$ cat config.mk
export PLATFORM = sky130hd
export DESIGN_NAME = ram_access_ctrl
export DESIGN_NICKNAME = d
export VERILOG_FILES = /design/src/rtl/ram_ctrl_pkg.sv /design/src/rtl/sat_counter.sv /design/src/rtl/ram_access_ctrl.sv
export SDC_FILE = /design/constraint.sdc
export NUM_CORES = 1
export LEC_CHECK = 0
export ABC_AREA = 1
export CORE_AREA = 8 8 87 69
export DETAILED_ROUTE_END_ITERATION = 7
export DIE_AREA = 0 0 95 77
export PLACE_DENSITY = 0.83
export SLEW_MARGIN = 20
export SYNTH_ARGS = -nofsm -noshare
export SYNTH_HDL_FRONTEND = slang
export SYNTH_SLANG_ARGS = --single-unit
$ cat constraint.sdc
create_clock -name Clock -period 1.6 [get_ports Clock]
set_clock_uncertainty 0.05 [all_clocks]
set_input_delay 0.24 -clock Clock [delete_from_list [all_inputs] [get_ports Clock]]
set_output_delay 0.24 -clock Clock [all_outputs]
set_load 0.05 [all_outputs]
$ cat src/rtl/ram_ctrl_pkg.sv
// Shared definitions for the RAM access controller: FSM state encoding,
// default data/address widths and the statistics counter width.
package ram_ctrl_pkg;

   localparam int DEFAULT_DATA_WIDTH    = 16;
   localparam int DEFAULT_ADDRESS_WIDTH = 8;
   localparam int STAT_WIDTH            = 16;

   // IDLE accepts requests; RD_ISSUE is the cycle Read_Enable is high;
   // RSP_HOLD presents the response until the consumer takes it.
   typedef enum logic [1:0] {
      IDLE     = 2'd0,
      RD_ISSUE = 2'd1,
      RSP_HOLD = 2'd2
   } state_t;

endpackage

$ cat src/rtl/sat_counter.sv
// Saturating up-counter with synchronous load, used for the access
// statistics of ram_access_ctrl. Holds at all-ones once reached.
module sat_counter #(
   parameter int WIDTH = 16
) (
   input  logic             clk,
   input  logic             rst_n,
   input  logic             en,
   input  logic             load,
   input  logic [WIDTH-1:0] load_value,
   output logic [WIDTH-1:0] count
);

   // Load has priority; otherwise count up on enable and stop at the maximum.
   always_ff @(posedge clk or negedge rst_n) begin
      if (!rst_n) begin
         count <= '0;
      end else if (load) begin
         count <= load_value;
      end else if (en && (count != {WIDTH{1'b1}})) begin
         count <= count + 1'b1;
      end
   end

endmodule

$ cat src/rtl/ram_access_ctrl.sv
// Request/response front end for a dual-port RAM with registered read data.
// Writes are posted (one per cycle, no response); reads take two cycles
// from acceptance to Rsp_Valid and hold the response until Rsp_Ready.
// Optional feature: define RAM_CTRL_STATS_EN to add saturating
// Read_Count / Write_Count outputs.
//
// Handshake semantics: a request transfers on a rising edge where
// Req_Valid and Req_Ready are both high; a response transfers on a rising
// edge where Rsp_Valid and Rsp_Ready are both high. Once raised, Rsp_Valid
// and Rsp_Data stay stable until that transfer; Req_Ready is high only
// in IDLE, so no request is taken while a read is outstanding.
module ram_access_ctrl
   import ram_ctrl_pkg::*;
#(
   parameter int DATA_WIDTH    = DEFAULT_DATA_WIDTH,
   parameter int ADDRESS_WIDTH = DEFAULT_ADDRESS_WIDTH
) (
   input  logic                     Clock,
   input  logic                     Reset_n,
   // request channel
   input  logic                     Req_Valid,
   output logic                     Req_Ready,
   input  logic                     Req_Write,
   input  logic [ADDRESS_WIDTH-1:0] Req_Address,
   input  logic [DATA_WIDTH-1:0]    Req_Data,
   // response channel
   output logic                     Rsp_Valid,
   input  logic                     Rsp_Ready,
   output logic [DATA_WIDTH-1:0]    Rsp_Data,
   // RAM write port
   output logic [ADDRESS_WIDTH-1:0] write_address,
   output logic                     Write_Enable,
   output logic [DATA_WIDTH-1:0]    DATA_WRITE,
   // RAM read port
   output logic [ADDRESS_WIDTH-1:0] read_address,
   output logic                     Read_Enable,
   input  logic [DATA_WIDTH-1:0]    DATA_READ,
   // FSM state for observation
   output logic [1:0]               fsm_state
`ifdef RAM_CTRL_STATS_EN
   ,
   output logic [STAT_WIDTH-1:0]    Read_Count,
   output logic [STAT_WIDTH-1:0]    Write_Count
`endif
);

   state_t                   state;
   logic                     ready_q;
   logic                     we_q;
   logic [ADDRESS_WIDTH-1:0] waddr_q;
   logic [DATA_WIDTH-1:0]    wdata_q;
   logic                     re_q;
   logic [ADDRESS_WIDTH-1:0] raddr_q;
   logic                     rsp_valid_q;

   logic                     accept;
   logic                     accept_wr;
   logic                     accept_rd;

   assign accept    = Req_Valid && ready_q;
   assign accept_wr = accept && Req_Write;
   assign accept_rd = accept && !Req_Write;

   // Controller FSM; every output it drives is a register updated here.
   always_ff @(posedge Clock or negedge Reset_n) begin
      if (!Reset_n) begin
         state       <= IDLE;
         ready_q     <= 1'b1;
         we_q        <= 1'b0;
         waddr_q     <= '0;
         wdata_q     <= '0;
         re_q        <= 1'b0;
         raddr_q     <= '0;
         rsp_valid_q <= 1'b0;
      end else begin
         // Enables are single-cycle pulses unless re-armed below.
         we_q <= 1'b0;
         re_q <= 1'b0;
         case (state)
            IDLE: begin
               if (accept_wr) begin
                  // Posted write: stay in IDLE so the next write can follow.
                  we_q    <= 1'b1;
                  waddr_q <= Req_Address;
                  wdata_q <= Req_Data;
               end else if (accept_rd) begin
                  re_q    <= 1'b1;
                  raddr_q <= Req_Address;
                  ready_q <= 1'b0;
                  state   <= RD_ISSUE;
               end
            end
            RD_ISSUE: begin
               // RAM captures DATA_READ at this edge; present it next cycle.
               rsp_valid_q <= 1'b1;
               state       <= RSP_HOLD;
            end
            RSP_HOLD: begin
               // Read_Enable stays low here, so DATA_READ cannot change.
               if (Rsp_Ready) begin
                  rsp_valid_q <= 1'b0;
                  ready_q     <= 1'b1;
                  state       <= IDLE;
               end
            end
            default: begin
               rsp_valid_q <= 1'b0;
               ready_q     <= 1'b1;
               state       <= IDLE;
            end
         endcase
      end
   end

   assign Req_Ready     = ready_q;
   assign Rsp_Valid     = rsp_valid_q;
   assign Rsp_Data      = DATA_READ;
   assign write_address = waddr_q;
   assign Write_Enable  = we_q;
   assign DATA_WRITE    = wdata_q;
   assign read_address  = raddr_q;
   assign Read_Enable   = re_q;
   assign fsm_state     = state;

`ifdef RAM_CTRL_STATS_EN
   sat_counter #(
      .WIDTH (STAT_WIDTH)
   ) u_read_count (
      .clk        (Clock),
      .rst_n      (Reset_n),
      .en         (accept_rd),
      .load       (1'b0),
      .load_value ({STAT_WIDTH{1'b0}}),
      .count      (Read_Count)
   );

   sat_counter #(
      .WIDTH (STAT_WIDTH)
   ) u_write_count (
      .clk        (Clock),
      .rst_n      (Reset_n),
      .en         (accept_wr),
      .load       (1'b0),
      .load_value ({STAT_WIDTH{1'b0}}),
      .count      (Write_Count)
   );
`else
   // No access statistics in this build.
`endif

endmodule

Yosys cells after proc, flatten, opt, wreduce, memory -nomap -nowiden
Cells that the tools add are included.

storage, ports and cells
  bits in writable memories = 0
  bits in read-only memories = 0
  bits in registers = 38
  input bits = 45
  output and inout bits = 54
  memories = 0
  latch bits = 0

cells by class
  equal/unequal tests = 5
  $mul = 0
  add/sub/neg operators = 0
  muxes and demuxes = 15
  divide/modulo/power cells = 0
  shift-type cells = 0
  bitwise gates (word level) = 3
  reduce and logical (&&, ||, !) cells = 10
  $lt $le $gt $ge = 0

operator list
  cell                number
  $mux 1              9
  $mux 2              3
  $ne 2x2->1 const B  3
  $pmux 1 s3          2
  $pmux 2 s3          1
  $reduce_and 3->1    2
  $reduce_and 2->1    2
  $reduce_and 4->1    1
  $logic_and 1x1->1   3
  $not 1->1           3
  $eq 2x1->1 const B  1
  $eq 2x2->1 const B  1
  $logic_not 2->1     1
  $logic_not 1->1     1

Longest topological paths before layout
Gate-level depths: netlist (run 1).

  word-level depth = 5
  depth in mapped cells = 7

Worst setup path after synthesis (run 1)
Ideal clock, no wire load.

  path type = register -> register
  from = reg ready_q, in the netlist Req_Ready
  to = reg wdata_q[10], in the netlist DATA_WRITE[10]
  arrival time = 1428 ps
  buffers on the path = 1
  required time = 1431 ps
  slack = 3 ps
  cell stages (with the launch flop) = 7
  cell sequence = dfstp_2 -> inv_2 -> nor3_4 -> nand2_4 -> buf_6 -> nand2_1 -> nand2_1

on the way
  word-level cells in the longest chain between the ends = 3

RTL lines
  item                        RTL line                source
  start: declaration          ram_access_ctrl.sv:48   logic ready_q;
  start signal: assignment    ram_access_ctrl.sv:68   ready_q <= 1'b1;
  start signal: assignment    ram_access_ctrl.sv:89   ready_q <= 1'b0;
  start signal: assignment    ram_access_ctrl.sv:102  ready_q <= 1'b1;
  $logic_and 1x1->1           ram_access_ctrl.sv:60   assign accept = Req_Valid && ready_q;
  $logic_and 1x1->1           ram_access_ctrl.sv:61   assign accept_wr = accept && Req_Write;
  $reduce_and 2->1 (no line)  n/a
  end signal: assignment      ram_access_ctrl.sv:85   wdata_q <= Req_Data;
  end: declaration            ram_access_ctrl.sv:51   logic [DATA_WIDTH-1:0] wdata_q;

No other way between the ends.
A chain may end at the register's enable or synchronous reset.

Worst setup path after layout (run 1)
  from = reg ready_q, in the netlist Req_Ready
  to = reg wdata_q[2], in the netlist DATA_WRITE[2]

Same word-level chain as after synthesis.

==> summary.md, run 1 <==
| Metric | Value |
|---|---|
| Status | finished, final reports clean |
| Synth Area in Compound Gates | 2.721% |
| Post-Syn Instances | roughly 180 |
| Max Cap Viol | 0 |
| Clock latency on the worst-skew pair | 0.28 ns |
| Initial core utilization | 35.17% |
| Worst reg2reg path depth | 5 |
| Finished Cell Area | ~2300 sq um |
| Post-synth EDFFs | 0 |
| Max Fclk | 0.6954 GHz |
| Setup_tns | 0 ns |
| Non-filler cells in the finished layout | 302 |
| Main flop type after synthesis | dfrtp_1 |
| Synth Net Count | ~230 |
| Die area | 7315 sq um |
| WP data arrival | between 1.5 and 2 ns |
| Layout area overhead | 39.53% |
| Max IR drop VDD | about 1.1 mV |
| Final Max Tran Viols | 0 |
| Nets | 286 |
| R2R Setup Slk | 0.16 ns |
| Wirelength per Cell | 14.04 um |
| First drt pass iteration count | 4 |
| Hold WS | 0.4020 ns |
| Synth async-reset ratio | 100.0% |
| Core Region | around 4700 sq um |
| Vias/cell | 4.550 |
| Leakage Power | 0.001216 uW |
| Antenna Cells | 0 |
| Seq/Total Area, Yosys | 57.52% |
| Area leader, netlist | dfrtp_1 |
| Critical setup path kind | flop to flop |
| Worst Path Required | 1.72 ns |
| Largest net degree at the start of global routing | 26 |
| Die Y | 77 um |
| CTS tree | done |
| Yosys reg bits | 38 |
| Commonest cells in the netlist | 71 x nand2_1, 37 x dfrtp_1, 27 x nand3_1, 18 x buf_4, 8 x o21ai_0 |
| Fin. Hold Viols | 0 |
| Avg Cell Area, Syn | 9.095 sq um |
| Yosys warning count | 0 |
| Post-synthesis simple-gate area fraction | 27.51% |
| Post-Place Cells | 293 |
| Initial antenna violation count | 0 |
| Slew margin rel. | between 70% and 80% |
| CP endpoint kind | flop |
| Final period util | 89.88% |
| Xor and xnor fraction of the mapped netlist area | 0% |
| Hpwl dp | 3226 um |
| Via count | 1374 |
| Worst hold-check path type | input port to asynchronous set/reset pin |
| DRT Wirelength | 4239 um |
| Pwr dens | 2230 nW/um^2 |
| CTS clk-pin slew, worst paths | 0.07 ns |
| Worst Setup Start Kind | flop |
| Post-CTS Setup Bufs | 0 |
| DR iter-0 viols | 56 |
| DRC | 0 |
| PortBufs | between 60 and 70 |
| Setup Viol. Count Final | 0 |
| Netlist cell types | 15 |
| Critical path fanouts, max | 25 |
| Clock sink total | 38 |
| Post-Synth Adder-Cell Area | 0% |
| Post-synth top area share | 55.93% |
| Global-route total usage across every layer | 11.48% |
| Vias in the first global route | 1396 |
| First-pass GRT wire length | between 6000 and 7000 um |
| Largest cells by area after synthesis | dfrtp_1 56%, nand2_1 16%, buf_4 8.2% |
| H-tree levels | 2 |
| CTS max path bufs | 2 |
| Cts repair resizes | 0 |
| Layout cell share with drive strength beyond 1 | 24.38% |
| Count leader, synth | nand2_1 |
| Die X | 95 um |
| Row cnt | 22 |
| Post-layout min period | 1.438 ns |
| ANT nets after route | 0 |
| GPL Wtd Cong | 0.7267 |
| Root Buffer | clkbuf_8 |
| Worst-Margin Slew | 0.4390 ns |
| Num CTS Buffers | 5 |
| Grt ovf | 0 |
| Fill count | 450 |
| Main combinational cell family by area after synthesis | simple AND/OR/NAND/NOR gates |
| DP Area | 2220 sq um |
| Top-Level Pins | 99 |
| Synthesized area | 1655 sq um |
| Unrepaired setup endpoints after global routing | no |
| Post-synthesis mux area share | 0% |
metal layers:
layer / track usage (%) / vias to the layer above / share of wire (%)
met3: 6.031 / 5 / 13
met2: 17.82 / 57 / 46
met1: 13.29 / 637 / 40
met4: 3.577 / 0 / 0.73
met5: 0 / - / 0
li1: - / 675 / -
worst paths after layout:
path	endpoint	start
setup / recovery	DATA_WRITE[2]$_DFFE_PN0P_	Req_Ready$_DFFE_PN1P_
hold / removal	read_address[7]$_DFFE_PN0P_	Reset_n
setup reg to reg	DATA_WRITE[2]$_DFFE_PN0P_	Req_Ready$_DFFE_PN1P_
hold reg to reg	write_address[2]$_DFFE_PN0P_	write_address[2]$_DFFE_PN0P_
max in group asynchronous	write_address[7]$_DFFE_PN0P_	Reset_n
min in group Clock	write_address[2]$_DFFE_PN0P_	write_address[2]$_DFFE_PN0P_
worst max-delay path: stages, from the launching register on:
cell     delay, ns
dfstp_2       0.59
inv_2         0.06
nor3_4        0.24
nand2_4       0.21
nand2_1       0.12
nand2_1       0.06
cell usage in the layout (no fill, tap or decap), drive strengths merged:
cell,n
nand2,72
buf,47
dfrtp,37
nand3,27
clkdlybuf4s50,27
inv,9
o21ai,8
clkbuf,8
nor2,3
dfstp,1
nor3,1
a21oi,1
dlygate4sd3,1
stage by stage:
step                      utilization (%)  total power (uW)  worst slack [ns]
after CTS                           49.07              5221            0.1459
after floorplan                         -              3635          0.002786
after global placement              47.16              4535           0.05648
after global routing                49.07              5435           0.04593
after detailed placement            47.16              4589           0.02037
final                               49.07              5150            0.1619
sequential cells by signal (all words and copies together) (netlist names):
| signal | flops |
|---|---|
| read_address | 8 |
| Rsp_Valid | 1 |
| Read_Enable | 1 |
| DATA_WRITE | 16 |
| write_address | 8 |
| Req_Ready | 1 |
| Write_Enable | 1 |
| fsm_state | 2 |
report_power, final:
part	leakage (uW)	switching (uW)	internal, uW
clock network	0.0000395	306	309
logic	0.000699	2070	847
registers	0.000477	246	1380
total	0.00122	2620	2530
what timing repair did:
action                                 4_1_cts  5_1_grt
setup endpoints to repair                    0        0
endpoints found under the hold margin       16        0
hold buffers                                 1        0
layout make-up:
cell class,count,area (sq um),area share [%]
Clock buffer,8,80.08,3.467
Tap cell,60,75.07,3.250
Sequential cell,38,952.2,41.22
Multi-Input combinational cell,112,500.5,21.67
Inverter,9,33.78,1.463
Timing Repair Buffer,75,668.1,28.93
cell families (layout without fill, tap and decap cells):
family / Yosys count / after routing
flip-flops: 38 / 38
buffers and inverters: 32 / 92
AO/OA/AOI/OAI: 9 / 9
AND/OR/NAND/NOR: 103 / 103
(Power assumes the default switching activity.)
==> run 2: changes to the inputs <==
Settings changed: GPL_TIMING_DRIVEN from default to 0, SLEW_MARGIN 20 to default.
==> run 2 against run 1 <==
  * Cell count grew 10%
  * Sequential share of layout area is 4.7 points lower
  * Die area stayed put
  * First-iteration DRC count shrank 32%
  * Non-clock buffer count up 31
  * Fmax shrank 6.3%
  * Routed wire length is 14% higher
  * Largest power group unchanged
  * Highest routed layer unchanged
==> summary.md, run 2 (same netlist as run 1, synthesis figures left out) <==
| Metric | Value |
|---|---|
| Final period util | 95.87% (was 89.88%) |
| Core Region | 4707 sq um (unchanged) |
| CP max-delay cell | clkdlybuf4s15_1 (was dfstp_2) |
| Worst reg2reg startpoint | Req_Ready$_DFFE_PN1P_ (unchanged) |
| First drt pass iteration count | 4 (unchanged) |
| Pwr dens | 1971 nW/um^2 (was 2230 nW/um^2) |
| PortBufs | 82 (was 66) |
| ANT nets after route | 0 (unchanged) |
| Layout area overhead | 57.29% (was 39.53%) |
| Post-layout min period | 1.534 ns (was 1.438 ns) |
| Power Total | 5132 uW (was 5150 uW) |
| Max Cap Viol | 0 (unchanged) |
| Worst hold-check path type | input port to asynchronous set/reset pin (unchanged) |
| Die Y | 77 um (unchanged) |
| Worst-Margin Slew | 0.8553 ns (was 0.4390 ns) |
| CTS clk-pin slew, worst paths | 0.07 ns (about the same) |
| Leakage Power | 0.001390 uW (was 0.001216 uW) |
| R2r endpoint | DATA_WRITE[10]$_DFFE_PN0P_ (was DATA_WRITE[2]$_DFFE_PN0P_) |
| Die area | 7315 sq um (unchanged) |
| Finished Cell Area | 2604 sq um (was 2310 sq um) |
| Top-Level Pins | 99 (unchanged) |
| Commonest non-fill, non-tap cells in the layout | 71 x nand2_1, 43 x clkdlybuf4s50_1, 37 x dfrtp_1 (was 71 x nand2_1, 43 x buf_4, 37 x dfrtp_1) |
| Layout cell share with drive strength beyond 1 | 13.92% (was 24.38%) |
| Sw Pwr | 2699 uW (was 2618 uW) |
| Root Buffer | clkbuf_8 (unchanged) |
| CTS max path bufs | 2 (unchanged) |
| Row cnt | 22 (unchanged) |
| Critical path fanouts, max | 4 (was 25) |
| WP data arrival | 1.24 ns (was 1.56 ns) |
| DR iter-0 viols | 38 (was 56) |
| Share of power burned in registers | 30.6% (was 31.5%) |
| Max Fclk | 0.6519 GHz (was 0.6954 GHz) |
| Fin. Hold Viols | 0 (unchanged) |
| GR Util met1 | 15.07% (was 13.29%) |
| Global-route total usage across every layer | 13.49% (was 11.48%) |
| Slowest cell delay on critical path | 0.53 ns (was 0.59 ns) |
| Clock latency on the worst-skew pair | 0.29 ns (was 0.28 ns) |
| Via count | 1489 (was 1374) |
| Worst reg2reg path depth | 6 (was 5) |
| Worst Setup Start Kind | flop (unchanged) |
| Number of flip-flops under the largest register name | 16 (unchanged) |
| Slew margin rel. | 42.98% (was 70.74%) |
| Switch share | 52.59% (was 50.84%) |
| Setup_tns | 0 ns (unchanged) |
| CTS tree | done (unchanged) |
| Met2 Resource Use GR | 20.80% (was 17.82%) |
| Vias/cell | 4.471 (was 4.550) |
| Antenna Cells | 0 (unchanged) |
| Initial antenna violation count | 0 (unchanged) |
| Critical-path cell list | clkdlybuf4s15_1 (was inv_2 -> nor3_4 -> nand2_4 -> nand2_1 -> nand2_1) |
| Internal | 2433 uW (was 2532 uW) |
| Unrepaired setup endpoints after global routing | no (unchanged) |
| First-pass GRT wire length | 7693 um (was 6651 um) |
| Status | finished, final reports clean (unchanged) |
| Setup Viol. Count Final | 0 (unchanged) |
| DRT Wirelength | 4828 um (was 4239 um) |
| Fill count | 452 (was 450) |
| DRC | 0 (unchanged) |
| Worst Path Required | 1.31 ns (was 1.72 ns) |
| Hold WS | 0.003888 ns (was 0.4020 ns) |
| Vias in the first global route | 1555 (was 1396) |
| R2R Setup Slk | 0.17 ns (was 0.16 ns) |
| Critical setup path kind | flop to output pin (was flop to flop) |
| Met3 usage | 7.879% (was 6.031%) |
| GPL Wtd Cong | 0.7414 (was 0.7267) |
| Crit path from | fsm_state[1]$_DFFE_PN0P_ (was Req_Ready$_DFFE_PN1P_) |
| Initial core utilization | 35.17% (unchanged) |
| Worst Setup EP | fsm_state[1] (was DATA_WRITE[2]$_DFFE_PN0P_) |
| Grt ovf | 0 (unchanged) |
| Hold_buf cts | 0 (was 1) |
| Num CTS Buffers | 5 (unchanged) |
| Commonest non-fill, non-tap cell in the layout | nand2_1 (unchanged) |
| Kind of cell adding the most delay to the critical path | buffers and inverters (was simple AND/OR/NAND/NOR gates) |
| Nets | 317 (was 286) |
| Hpwl dp | 3654 um (was 3226 um) |
| Final Max Tran Viols | 0 (unchanged) |
| Clock network power share | 13.3% (was 12.0%) |
| Final Util | 55.32% (was 49.07%) |
| CP Buf/Inv Count | 1 (unchanged) |
| DP Area | 2546 sq um (was 2220 sq um) |
| Clock sink total | 38 (unchanged) |
| Wirelength per Cell | 14.50 um (was 14.04 um) |
| Logic pwr share | 56.0% (was 56.6%) |
| Largest net degree at the start of global routing | 39 (was 26) |
| CP endpoint kind | output pin (was flop) |
| Worst path depth | 1 (was 5) |
| Die X | 95 um (unchanged) |
| H-tree levels | 2 (unchanged) |
| GR peak layer | met2 (unchanged) |
| Max IR drop VDD | 0.9703 mV (was 1.080 mV) |
-- run 2: what timing repair did --
action / 4_1_cts / 5_1_grt
pin swaps: 0 / 1
setup endpoints to repair: 38 / 21
buffers inserted: 0 / 1
resized for setup: 40 / 4
-- run 2: stage by stage --
step	worst slack, ns	instances
detailed placement	-0.1569	324
finish	0.06600	333
global route	0.01903	333
global placement	-0.6833	324
CTS	0.02259	332
floorplan	0.002786	182
-- run 2: worst min path at each step --
stage	cells past startpoint	to	slack, ns
2_1_floorplan	0	DATA_WRITE[0]$_DFFE_PN0P_	-0.11
3_3_place_gp	2	DATA_WRITE[10]$_DFFE_PN0P_	0.40
3_5_place_dp	1	DATA_WRITE[11]$_DFFE_PN0P_	0.35
4_1_cts	1	DATA_WRITE[11]$_DFFE_PN0P_	0.03
5_1_grt	1	DATA_WRITE[1]$_DFFE_PN0P_	0.08
6_report	1	DATA_WRITE[1]$_DFFE_PN0P_	0.004
-- run 2: metal layers --
layer  part of all wire (%)  routed length, um
met5                      0                  0
met4                   0.87                 42
met3                     12                586
met2                     48               2327
met1                     39               1871
-- run 2: layout make-up --
cell class,count,area (sq um),share of cell area [%]
Sequential cell,38,952.2,36.57
Timing Repair Buffer,83,780.7,29.99
Multi-Input combinational cell,112,500.5,19.22
Buffer,23,170.2,6.535
Clock buffer,7,86.33,3.316
Tap cell,60,75.07,2.883
Inverter,9,33.78,1.297
Clock inverter,1,5.005,0.1922
-- run 2: power by group through the flow --
| stage | registers [uW] | logic [uW] | clock network [uW] |
|---|---|---|---|
| 6_report | 1570 | 2880 | 684 |
| 5_1_grt | 1630 | 3050 | 752 |
| 4_1_cts | 1580 | 2910 | 705 |
| 3_5_place_dp | 1610 | 3190 | 0 |
| 3_3_place_gp | 1590 | 3160 | 0 |
| 2_1_floorplan | 3040 | 593 | 0 |
==> run 3: changes to the inputs <==
Settings changed: HOLD_SLACK_MARGIN from default to 0.02.
==> results of run 3 <==
Same layout as run 2: the final DEF is identical, and so are final timing and power.
